<file path="config.mk">
export PLATFORM = sky130hd
export DESIGN_NAME = instr_prefetch_queue
export DESIGN_NICKNAME = d
export VERILOG_FILES = /design/src/rtl/instr_prefetch_queue.sv
export SDC_FILE = /design/constraint.sdc
export NUM_CORES = 1
export LEC_CHECK = 0
export CORE_AREA = 4 4 191 193
export DETAILED_ROUTE_END_ITERATION = 7
export DIE_AREA = 0 0 195 197
export PLACE_DENSITY_LB_ADDON = 0.08
export RECOVER_POWER = 50
export SKIP_LAST_GASP = 1
export SLEW_MARGIN = 15
export SYNTH_ARGS = -nofsm -noshare
export SYNTH_HDL_FRONTEND = slang
export SYNTH_SLANG_ARGS = --single-unit
</file>
<file path="constraint.sdc">
create_clock -name clk -period 4.68 [get_ports clk]
set_input_delay 0.936 -clock clk [delete_from_list [all_inputs] [get_ports clk]]
set_output_delay 0.936 -clock clk [all_outputs]
set_load 0.02 [all_outputs]
</file>
<file path="src/rtl/instr_prefetch_queue.sv">
// -----------------------------------------------------------------------------
// instr_prefetch_queue
//
// Purpose:
//   Sequential instruction prefetcher sitting in front of the IF stage. It
//   fetches consecutive words from a variable-latency instruction memory over a
//   req/ack handshake and buffers up to DEPTH {pc, instr} pairs. IF consumes
//   the head entry with a valid/ready handshake. A redirect (taken branch or
//   jump) flushes the queue and restarts fetching at redirect_pc.
//
// Ports:
//   clk          clock, all state changes on the rising edge
//   reset        synchronous active-high reset
//   redirect     flush the queue and restart fetch at redirect_pc
//   redirect_pc  new fetch address, sampled while redirect=1
//   mem_req      instruction memory request
//   mem_addr     word address of the request, held stable while mem_req=1
//   mem_ack      memory completion, ignored while mem_req=0
//   mem_rdata    instruction word, valid when mem_req && mem_ack
//   ins_valid    head entry valid
//   ins_data     head instruction
//   ins_pc       address of the head instruction
//   ins_ready    IF accepts the head (pop on ins_valid && ins_ready)
//   count        number of valid entries
// -----------------------------------------------------------------------------
module instr_prefetch_queue #(
  parameter int unsigned DEPTH    = 4,
  parameter logic [31:0] RESET_PC = 32'h0000_0000
) (
  input  logic                       clk,
  input  logic                       reset,
  input  logic                       redirect,
  input  logic [31:0]                redirect_pc,
  output logic                       mem_req,
  output logic [31:0]                mem_addr,
  input  logic                       mem_ack,
  input  logic [31:0]                mem_rdata,
  output logic                       ins_valid,
  output logic [31:0]                ins_data,
  output logic [31:0]                ins_pc,
  input  logic                       ins_ready,
  output logic [$clog2(DEPTH+1)-1:0] count
);

  localparam int unsigned PW = $clog2(DEPTH);
  localparam int unsigned CW = $clog2(DEPTH + 1);
  localparam logic [CW-1:0] FULL = CW'(DEPTH);

  // IDLE: no request. REQ: fetching at fetch_pc. DISCARD: the outstanding
  // request belongs to a flushed stream; its data is thrown away on ack.
  typedef enum logic [1:0] {
    IDLE    = 2'd0,
    REQ     = 2'd1,
    DISCARD = 2'd2
  } state_t;

  state_t        state_q, state_d;
  logic [31:0]   fetch_pc_q, fetch_pc_d;
  // Address of the request still in flight while in DISCARD; fetch_pc
  // already holds the redirect target at that point.
  logic [31:0]   disc_addr_q, disc_addr_d;
  logic [PW-1:0] wr_ptr_q, wr_ptr_d;
  logic [PW-1:0] rd_ptr_q, rd_ptr_d;
  logic [CW-1:0] count_q, count_d;

  logic [31:0]   pc_mem_q   [DEPTH];
  logic [31:0]   data_mem_q [DEPTH];

  logic xfer;
  logic push;
  logic pop;

  assign xfer = mem_req && mem_ack;
  // Redirect overrides both queue operations on the same edge.
  assign push = xfer && (state_q == REQ) && !redirect;
  assign pop  = ins_valid && ins_ready && !redirect;

  always_comb begin
    state_d     = state_q;
    fetch_pc_d  = fetch_pc_q;
    disc_addr_d = disc_addr_q;
    wr_ptr_d    = wr_ptr_q;
    rd_ptr_d    = rd_ptr_q;
    count_d     = count_q;

    if (redirect) begin
      count_d    = '0;
      wr_ptr_d   = '0;
      rd_ptr_d   = '0;
      fetch_pc_d = redirect_pc;
      if (state_q == REQ && !xfer) begin
        // The old request cannot be withdrawn; remember its address so
        // mem_addr stays stable until the memory completes it.
        state_d     = DISCARD;
        disc_addr_d = fetch_pc_q;
      end else if (state_q == DISCARD && !xfer) begin
        state_d = DISCARD;
      end else begin
        state_d = REQ;
      end
    end else begin
      if (push) begin
        wr_ptr_d   = wr_ptr_q + PW'(1);
        fetch_pc_d = fetch_pc_q + 32'd4;
      end
      if (pop) begin
        rd_ptr_d = rd_ptr_q + PW'(1);
      end
      count_d = count_q + CW'(push) - CW'(pop);

      // A request is only issued when a slot is free after this edge, so
      // its eventual ack always has room.
      unique case (state_q)
        IDLE:    if (count_d < FULL) state_d = REQ;
        REQ:     if (xfer && count_d >= FULL) state_d = IDLE;
        DISCARD: if (xfer) state_d = REQ;
        default: state_d = IDLE;
      endcase
    end
  end

  always_ff @(posedge clk) begin
    if (reset) begin
      state_q     <= IDLE;
      fetch_pc_q  <= RESET_PC;
      disc_addr_q <= RESET_PC;
      wr_ptr_q    <= '0;
      rd_ptr_q    <= '0;
      count_q     <= '0;
    end else begin
      state_q     <= state_d;
      fetch_pc_q  <= fetch_pc_d;
      disc_addr_q <= disc_addr_d;
      wr_ptr_q    <= wr_ptr_d;
      rd_ptr_q    <= rd_ptr_d;
      count_q     <= count_d;
    end
  end

  // Payload storage carries no reset; ins_valid gates its use.
  always_ff @(posedge clk) begin
    if (push) begin
      pc_mem_q[wr_ptr_q]   <= fetch_pc_q;
      data_mem_q[wr_ptr_q] <= mem_rdata;
    end
  end

  assign mem_req   = (state_q != IDLE);
  assign mem_addr  = (state_q == DISCARD) ? disc_addr_q : fetch_pc_q;
  assign ins_valid = (count_q != '0);
  assign ins_pc    = pc_mem_q[rd_ptr_q];
  assign ins_data  = data_mem_q[rd_ptr_q];
  assign count     = count_q;

endmodule

</file>
---- Word-level counts from Yosys, hierarchy flattened ----
Memories as Yosys holds them, arrays and structs flattened. A register that Yosys moved wholly into a read port is not among the register bits.
Index checks and enable logic that the tools add are counted.
operators by class
  reduce and logical (&&, ||, !) cells .... 17
  add/subtract/negate cells ............... 5
  magnitude comparators ................... 2
  muxes and demuxes ....................... 16
  equality and inequality tests ........... 5
operators by type and width
  cell                   number
  $mux 32                3
  $add 32x3->32 const B  1
  $mux 2                 10
  $logic_and 1x1->1      8
  $ne 3x3->1 const B     2
  $pmux 2 s3             1
  $add 2x1->2 const B    2
  $reduce_bool 2->1      2
  $add 3x1->3            1
  $ge 3x3->1 const B     1
  $lt 3x3->1 const B     1
  $ne 3x2->1 const B     1
  $reduce_and 3->1       1
  $reduce_bool 3->1      1
  $sub 3x1->3            1
  $eq 2x1->1 const B     1
  $eq 2x2->1 const B     1
  $logic_not 1->1        2
  $logic_not 2->1        1
  $mux 1                 2
  $reduce_and 2->1       1
  $reduce_or 2->1        1
storage, ports and cells
  output and inout bits ................... 101
  memories ................................ 2
  memory bits (writable) .................. 256
  bits in registers ....................... 73
  logic and storage cells ................. 53
  bits of input ports ..................... 69
memory list
  name        words  width  read ports  clocked after Yosys merged registers in  wr ports  RTL line  RTL
  data_mem_q  4      32     1           1                                        1         67        logic [31:0] data_mem_q [DEPTH];
  pc_mem_q    4      32     1           1                                        1         66        logic [31:0] pc_mem_q [DEPTH];

---- Longest topological paths before layout ----
Gate-level depths: netlist (run 1).
  word-level depth ........................ 11
  mapped depth ............................ 14
  gate-level depth less buffers ........... 12

---- Worst setup path before layout (run 1) ----
OpenSTA, ideal clock, no wires.
  path kind ............................... input to register
  start point ............................. input redirect
  end point ............................... memory data_mem_q[0][0] (enable)
  data required time ...................... 4.251 ns
  buffers on the path ..................... 3
  path slack .............................. 1.001 ns
  arrival ................................. 3.251 ns
  library setup time ...................... 0.429 ns
  stages .................................. 5
  cells stage by stage .................... clkbuf_1 -> clkbuf_1 -> buf_1 -> nor2_1 -> and2_1
on the way
  word-level cells in the longest chain between the ends .. 4
ends and longest elaborated chain
  element                       RTL line  RTL
  from (decl)                   32        input logic redirect,
  $logic_not 1->1               75        assign push = xfer && (state_q == REQ) && !redirect;
  $logic_and 1x1->1             75
  $mux 1                        142       if (push) begin
  $mux 1 (implied by the code)  144       data_mem_q[wr_ptr_q] <= mem_rdata;
  to (decl)                     67
No other way between the ends.

==> flow_summary_export.csv, run 1 <==
group,metric,value,unit
power_and_ir_drop,total_power,6450,µW
cells_and_area,fin_util,0.479,
logic_synthesis,synth_top_area_frac,0.588,
route,drt-total-wl,31700,µm
grt,grt_antenna_before_repair,0,
timing,final-hold-violation-count,0,
status,violations,"capacitance limit, slew limit",
logic_synthesis,synthCells,818,
grt,grt_util_all_layers,0.162,
cells_and_area,drive_above_1_share,0.167,
worst_setup_path,cp_max_fo,22,
route,drt_pass1_iterations,5,
logic_synthesis,syn_nets,895,
floorplan,fp-row-count,68,
clock_network,hold_buffers,0,
clock_network,cts_setup_buffers,0,
worst_setup_path,arrival,2.72,ns
clock_network,cts_tree,"done",
grt,grt_pass1_wl,48600,µm
floorplan,dieArea,38400,µm²
power_and_ir_drop,ir_drop,0.210,mV
floorplan,core,34500,µm²
worst_hold_path,hold_path_class,"register to register",
timing,setup_viol,0,
logic_synthesis,ys_seq_area_frac,0.703,
run,drv_cap,3,
timing,whs,0.452,ns
route,via_per_inst,5.17,
worst_setup_path,critical_path_class,"register to primary output",
status,run_status,"finished with violations",
logic_synthesis,synthFlopType,"edfxtp_1",
power_and_ir_drop,p_leak,0.00528,µW
placement,placed_cells,1413,
floorplan,die_w,195,µm
timing,finalClockSkew,0.0156,ns
grt,grt-ovfl-total,0,
logic_synthesis,ys_async_sr_fraction,0,
logic_synthesis,yosysTopAreaCell,"edfxtp_1",
grt,grt_max_degree,45,
cells_and_area,insertedDiodeCount,0,
clock_network,cts_sinks,331,
route,wl_per_cell,21.4,µm
logic_synthesis,ys_top_cells_by_area,"edfxtp_1, dfxtp_1, mux4_2",
cells_and_area,finalNetCount,1075,
logic_synthesis,yosysWarnings,0,
logic_synthesis,synth_area_per_cell,16.0,µm²
logic_synthesis,synth.cell_area,13100,µm²
placement,gp_congestion,0.717,
worst_setup_path,cp-start-kind,"register",
route,drt_iter0_markers,399,
floorplan,fp.dieH,197,µm
cells_and_area,fill_cells,3042,
logic_synthesis,yosysUniqueCellTypes,48,
route,vias,7655,
route,drc,0,
logic_synthesis,synth_edf_count,256,
logic_synthesis,ys_top_cells_by_count,"edfxtp_1, nand2_1, dfxtp_1, mux4_2, a21oi_1",
timing,rsz0062_at_grt,"no",
worst_setup_path,cp-end-kind,"primary output",
clock_network,cts_buffers,38,
clock_network,clock_tree.buffer_depth,3,
logic_synthesis,synth.most_common_cell,"edfxtp_1",
timing,max_freq,274,MHz
clock_network,path_clk_slew,0.05,ns
clock_network,insertion_delay,0.51,ns
timing,tightest_slew,1.78,ns
floorplan,ioPinCount,170,
placement,port_buffers,169,
timing,layout_min_cycle_time,3.65,ns
clock_network,cts_resized,0,
grt,grt_pass1_vias,8027,
clock_network,htree_levels,2,
floorplan,initial_core_util,0.378,
cells_and_area,final-instance-count-excl-fill,1482,
placement,hpwl,19600,µm
clock_network,clockRootBuffer,"clkbuf_16",
worst_setup_path,cp.required,3.74,ns
power_and_ir_drop,powerDensity,390,nW/µm²
route,drtAntennaViolNets,0,
logic_synthesis,synth_seq_cells,331,
timing,slew_headroom,-0.188,
timing,fin_crit_sh,0.780,
timing,maxSlewViolCount,101,
timing,fin_setup_tns,0,ns
cells_and_area,area_delta_synth_final,26.5,%
layout by cell type, fill, tap and decap left out, types with 5 or more instances in the layout:
cell               n
edfxtp_1         256
clkdlybuf4s50_1  133
nand2_1           85
dfxtp_1           73
mux4_2            64
a21oi_1           42
clkbuf_16         41
nor2_1            35
dlygate4sd3_1     35
mux2_2            27
inv_1             18
o21ai_0           17
a211oi_1          14
nand3_1           14
buf_4             14
xnor2_1           13
clkbuf_1          13
nand4_1           10
clkinv_1           8
or3_1              8
nor4_1             8
nor3_1             7
ha_1               7
a311oi_1           6
and4_1             6
clkinv_2           6
and3_1             5
worst max-delay path, cell delays in order (launching register included):
cell and delay (ns):
dfxtp_4 0.69, buf_4 0.38, mux4_2 0.53, clkdlybuf4s50_1 0.58
routing by layer:
layer,track usage,share of wire
met1,0.228,0.47
met5,0,0
met4,0.0419,0.020
met2,0.261,0.46
met3,0.0325,0.048
kinds of logic after synthesis:
kind of cell	share of synthesized area
simple gates	0.0769
fa+ha+maj	0.00823
compound gates	0.0460
buf+inv	0.0209
flops	0.703
xor+xnor	0.0100
mux	0.135
stage by stage:
| stage | setup slack (ns) | instance area, µm² |
|---|---|---|
| 3_3_place_gp | 1.07 | 15400 |
| 4_1_cts | 0.911 | 16600 |
| 2_1_floorplan | 1.00 | 13100 |
| 3_5_place_dp | 0.990 | 15400 |
| 6_report | 1.03 | 16500 |
| 5_1_grt | 0.853 | 16500 |
area by class of cell:
class / count / area [µm²] / share of cell area
clock inverter: 17 / 110 / 0.00666
timing repair buffer: 190 / 1880 / 0.114
multi-input combinational: 418 / 3630 / 0.219
inverter: 19 / 71.3 / 0.00431
tap: 455 / 569 / 0.0344
clock buffer: 52 / 1090 / 0.0657
sequential: 331 / 9200 / 0.556
flip-flops by register name, summed over array words and instances, names as in the netlist, named ones only:
name         count
disc_addr_q     32
fetch_pc_q      32
state_q          2
rd_ptr_q         2
pc_mem_q       128
wr_ptr_q         2
count            3
data_mem_q     128
final timing paths:
check                                    start  cells past startpoint                           end  slack, ns
setup reg to reg       state_q[0]$_SDFFE_PP0P_                      4   data_mem_q[2][13]$_DFFE_PP_       1.66
setup / recovery                      register                      3                  ins_data[16]       1.03
hold / removal    disc_addr_q[16]$_SDFFE_PP0P_                      2  disc_addr_q[16]$_SDFFE_PP0P_       0.45
hold reg to reg   disc_addr_q[16]$_SDFFE_PP0P_                      2  disc_addr_q[16]$_SDFFE_PP0P_       0.45
power by group:
group	internal (µW)	total [µW]	switching (µW)
clock	1680	2810	1130
combinational	175	365	190
sequential	3220	3280	65.0
Note: power is estimated with default switching activity, not from simulation.
==> inputs of run 2 (changes only) <==
Clock period 4.68 ns to 3.42 ns, I/O delays scaled along.
==> flow_summary_export.csv, run 2 (synthesized netlist as in run 1, its figures left out) <==
group,metric,value,unit
placement,hpwl,20100,µm
cells_and_area,regArea,9200,µm²
status,violations,"capacitance limit, slew limit",
route,drt-total-wl,31500,µm
clock_network,clock_tree.buffer_depth,3,
worst_setup_path,path_buf_inv,2,
worst_setup_path,cp_slowest_cell,"clkdlybuf4s50_1",
cells_and_area,stdcell_area,16700,µm²
timing,slew_headroom,-0.0168,
timing,setup_slack,0.227,ns
route,via_per_inst,5.13,
route,drt_iter0_markers,438,
worst_setup_path,cp-start-kind,"register",
cells_and_area,insertedDiodeCount,0,
cells_and_area,multi_input_area,3620,µm²
worst_setup_path,critical-path-top-delay-family,"buffers and inverters",
timing,rsz0062_at_grt,"no",
worst_setup_path,cp.required,2.74,ns
clock_network,cts_tree,"done",
floorplan,core,34500,µm²
power_and_ir_drop,ir_drop,0.255,mV
cells_and_area,layout_commonest_cell,"edfxtp_1",
cells_and_area,fin_util,0.483,
floorplan,fp.dieH,197,µm
status,run_status,"finished with violations",
worst_setup_path,cp_num_cells,4,
worst_setup_path,cp-end-kind,"primary output",
worst_setup_path,rr_worst_depth,5,
clock_network,cts_setup_buffers,0,
grt,grt_pass1_vias,7901,
grt,grt_util_all_layers,0.161,
placement,pre_cts_slack,0.270,ns
cells_and_area,fill_cells,3056,
grt,grt_max_degree,45,
grt,grt_antenna_before_repair,0,
placement,gp_congestion,0.739,
worst_hold_path,hold_path_class,"register to register",
route,wl_per_cell,21.1,µm
route,drtAntennaViolNets,0,
floorplan,ioPinCount,170,
grt,grt-ovfl-total,0,
route,drt_pass1_iterations,4,
worst_hold_path,whs_path_depth,2,
run,drv_cap,1,
clock_network,htree_levels,2,
cells_and_area,area_delta_synth_final,27.5,%
cells_and_area,top_regs,"data_mem_q (128), pc_mem_q (128)",
placement,port_buffers,169,
worst_setup_path,cp_cell_sequence,"nor2b_4 -> buf_4 -> mux2_2 -> clkdlybuf4s50_1",
timing,finalClockSkew,0.0235,ns
timing,max_freq,313,MHz
cells_and_area,final_cell_mix,"edfxtp_1, clkdlybuf4s50_1, nand2_1",
clock_network,clockRootBuffer,"clkbuf_16",
timing,tightest_slew,1.52,ns
cells_and_area,finalNetCount,1091,
worst_setup_path,cp_max_fo,11,
timing,fin_crit_sh,0.934,
clock_network,cts_buffers,37,
timing,setup_viol,0,
floorplan,initial_core_util,0.378,
floorplan,dieArea,38400,µm²
worst_setup_path,critical_path_class,"register to primary output",
power_and_ir_drop,p_leak,0.00533,µW
timing,layout_min_cycle_time,3.19,ns
worst_setup_path,slowest_delay,0.54,ns
clock_network,path_clk_slew,0.05,ns
worst_setup_path,arrival,2.51,ns
timing,final-hold-violation-count,0,
timing,fin_setup_tns,0,ns
route,drc,0,
clock_network,hold_buffers,0,
grt,grt_pass1_wl,48400,µm
clock_network,cts_sinks,331,
power_and_ir_drop,powerDensity,525,nW/µm²
clock_network,insertion_delay,0.52,ns
placement,place_area,15600,µm²
floorplan,fp-row-count,68,
route,vias,7659,
floorplan,die_w,195,µm
timing,maxSlewViolCount,17,
cells_and_area,drive_above_1_share,0.172,
clock_network,cts_resized,0,
-- run 2: metrics by stage --
step | total power, µW | std cells | hold slack, ns
after floorplan | 4790 | 818 | 0.433
after global placement | 5100 | 1430 | 0.437
after detailed placement | 5110 | 1430 | 0.443
after CTS | 8880 | 1494 | 0.451
after global routing | 9090 | 1494 | 0.471
final | 8750 | 1494 | 0.451
-- run 2: tightest hold or removal path: cells and delay by family, from the launching register on --
family	cells	cell delay (ns)
compound gates	1	0.05
simple gates	1	0.05
flops	1	0.30
-- run 2: layer usage --
layer / vias to the layer above / track usage / wire length (µm)
met2: 204 / 0.260 / 15200
met1: 3843 / 0.232 / 14400
li1: 3582 / - / -
met5: - / 0 / 0
met3: 30 / 0.0292 / 1500
met4: 0 / 0.0352 / 414
-- run 2: final cells by class --
type / instances / share of cell area
clock buffers: 58 / 0.0673
clock inverters: 6 / 0.00218
inverters: 19 / 0.00428
multi-input cells: 418 / 0.217
flip-flops and latches: 331 / 0.552
well taps: 455 / 0.0342
repair buffers: 207 / 0.123
-- run 2: path summary, 6_finish.rpt --
check | startpoint | to | slack, ns
worst max-delay path | state_q[1]$_SDFFE_PP0P_ | mem_addr[22] | 0.23
worst min-delay path | disc_addr_q[14]$_SDFFE_PP0P_ | disc_addr_q[14]$_SDFFE_PP0P_ | 0.45
worst max register to register | state_q[0]$_SDFFE_PP0P_ | pc_mem_q[3][11]$_DFFE_PP_ | 0.62
worst min register to register | disc_addr_q[14]$_SDFFE_PP0P_ | disc_addr_q[14]$_SDFFE_PP0P_ | 0.45
-- run 2: power breakdown --
group	internal [µW]	switching (µW)	leakage [µW]	total [µW]
Combinational	247	273	0.00182	520
Sequential	4400	77.7	0.00295	4480
Clock	2250	1500	0.000569	3750
==> inputs of run 3 (changes only) <==
Settings changed: CORE_AREA 4 4 191 193 to 4 4 160 162, DIE_AREA 0 0 195 197 to 0 0 164 166.
==> flow_summary_export.csv, run 3 (synthesized netlist as in run 1, its figures left out) <==
group,metric,value,unit
status,run_status,"finished with violations",
status,violations,"capacitance limit, slew limit",
worst_setup_path,cp.required,2.74,ns
cells_and_area,area_delta_synth_final,25.8,%
timing,rsz0062_at_grt,"no",
clock_network,cts_sinks,331,
clock_network,clockRootBuffer,"clkbuf_16",
route,drt_pass1_iterations,6,
grt,grt-ovfl-total,0,
cells_and_area,insertedDiodeCount,0,
worst_hold_path,hold_path_class,"register to register",
clock_network,insertion_delay,0.50,ns
timing,fin_setup_tns,0,ns
timing,slew_headroom,-0.289,
worst_setup_path,critical_path_class,"register to primary output",
run,drv_cap,5,
route,wl_per_cell,21.3,µm
worst_setup_path,slowest_delay,0.58,ns
clock_network,cts_tree,"done",
worst_setup_path,path_buf_inv,2,
route,drt-total-wl,28800,µm
clock_network,cts_resized,0,
route,drtAntennaViolNets,0,
clock_network,clock_tree.buffer_depth,3,
route,drt_iter0_markers,609,
clock_network,htree_levels,2,
clock_network,cts_setup_buffers,0,
timing,finalClockSkew,0.0195,ns
floorplan,core,24100,µm²
route,vias,7796,
power_and_ir_drop,p_leak,0.00530,µW
route,drc,0,
grt,grt_pass1_vias,8298,
worst_setup_path,cp_cell_sequence,"buf_4 -> mux4_2 -> clkdlybuf4s50_1",
worst_setup_path,critical-path-top-delay-family,"buffers and inverters",
placement,placed_cells,1291,
timing,layout_min_cycle_time,3.17,ns
floorplan,initial_core_util,0.542,
grt,grt_util_all_layers,0.215,
grt,grt_max_degree,45,
cells_and_area,final-instance-count-excl-fill,1354,
power_and_ir_drop,ir_drop,0.455,mV
grt,grt_antenna_before_repair,0,
cells_and_area,drive_above_1_share,0.167,
cells_and_area,top_regs,"data_mem_q (128), pc_mem_q (128)",
floorplan,ioPinCount,170,
placement,gp_congestion,0.844,
floorplan,dieArea,27200,µm²
cells_and_area,finalNetCount,1081,
timing,tightest_slew,1.93,ns
timing,final-hold-violation-count,0,
power_and_ir_drop,powerDensity,527,nW/µm²
grt,grt_pass1_wl,46000,µm
timing,setup_viol,0,
clock_network,hold_buffers,0,
placement,hpwl,18900,µm
placement,pre_cts_slack,0.229,ns
timing,maxSlewViolCount,153,
timing,max_freq,315,MHz
floorplan,fp-row-count,57,
floorplan,die_w,164,µm
placement,port_buffers,169,
clock_network,path_clk_slew,0.06,ns
timing,fin_crit_sh,0.927,
worst_setup_path,cp_slowest_cell,"dfxtp_4",
worst_setup_path,cp-start-kind,"register",
floorplan,fp.dieH,166,µm
worst_setup_path,cp_max_fo,17,
cells_and_area,layout_commonest_cell,"edfxtp_1",
route,via_per_inst,5.76,
worst_setup_path,cp-end-kind,"primary output",
timing,setup_slack,0.250,ns
cells_and_area,final_cell_mix,"edfxtp_1, clkdlybuf4s50_1, nand2_1",
cells_and_area,fin_util,0.682,
worst_setup_path,arrival,2.49,ns
clock_network,cts_buffers,35,
==> run 3: changes by cell type in the layout (fill, tap and decap cells not counted), moves of 2 or more <==
cell,before,now
clkbuf_16,39,37
clkinv_1,1,7
bufinv_16,0,3
clkbuf_1,23,15
clkbuf_8,7,1
==> run 3: final timing paths <==
check	startpoint	end	slack [ns]	cells past startpoint
max reg2reg	state_q[0]$_SDFFE_PP0P_	data_mem_q[2][3]$_DFFE_PP_	0.54	5
min reg2reg	disc_addr_q[18]$_SDFFE_PP0P_	disc_addr_q[18]$_SDFFE_PP0P_	0.45	2
max	register	ins_pc[5]	0.25	3
min	disc_addr_q[18]$_SDFFE_PP0P_	disc_addr_q[18]$_SDFFE_PP0P_	0.45	2
==> run 3: worst register-to-register path, cell delays in order, from the launching register on <==
cell      delay (ns)
dfxtp_1         0.50
nand3b_1        0.16
nor2_1          0.15
clkbuf_1        0.20
and2_1          1.24
buf_12          0.32
==> run 3: power by group <==
part / total, µW / switching [µW] / internal [µW]
clock: 3690 / 1460 / 2230
combinational: 498 / 253 / 246
sequential: 4490 / 88.8 / 4400
total: 8680 / 1800 / 6880
==> run 3: cell type report <==
cell class / instances / area, µm²
clock buffers: 50 / 985
clock inverters: 13 / 136
fillers: 1697 / 7650
inverters: 19 / 71.3
multi-input cells: 418 / 3620
flip-flops and latches: 331 / 9200
well taps: 324 / 405
repair buffers: 199 / 2040
==> run 3: through the flow <==
step	cell area (µm²)	total power, µW	hold WS, ns
floorplan	13100	4790	0.433
detailed placement	15400	5080	0.446
finish	16500	8680	0.452
CTS	16500	8760	0.454
global placement	15400	5070	0.440
global route	16500	8970	0.468
==> run 3: metal layers <==
layer,vias to the layer above,GRT usage,wire length (µm)
met2,280,0.355,14300
met1,3911,0.299,12100
met5,-,0,0
met4,0,0.0591,679
met3,53,0.0370,1730
li1,3552,-,-
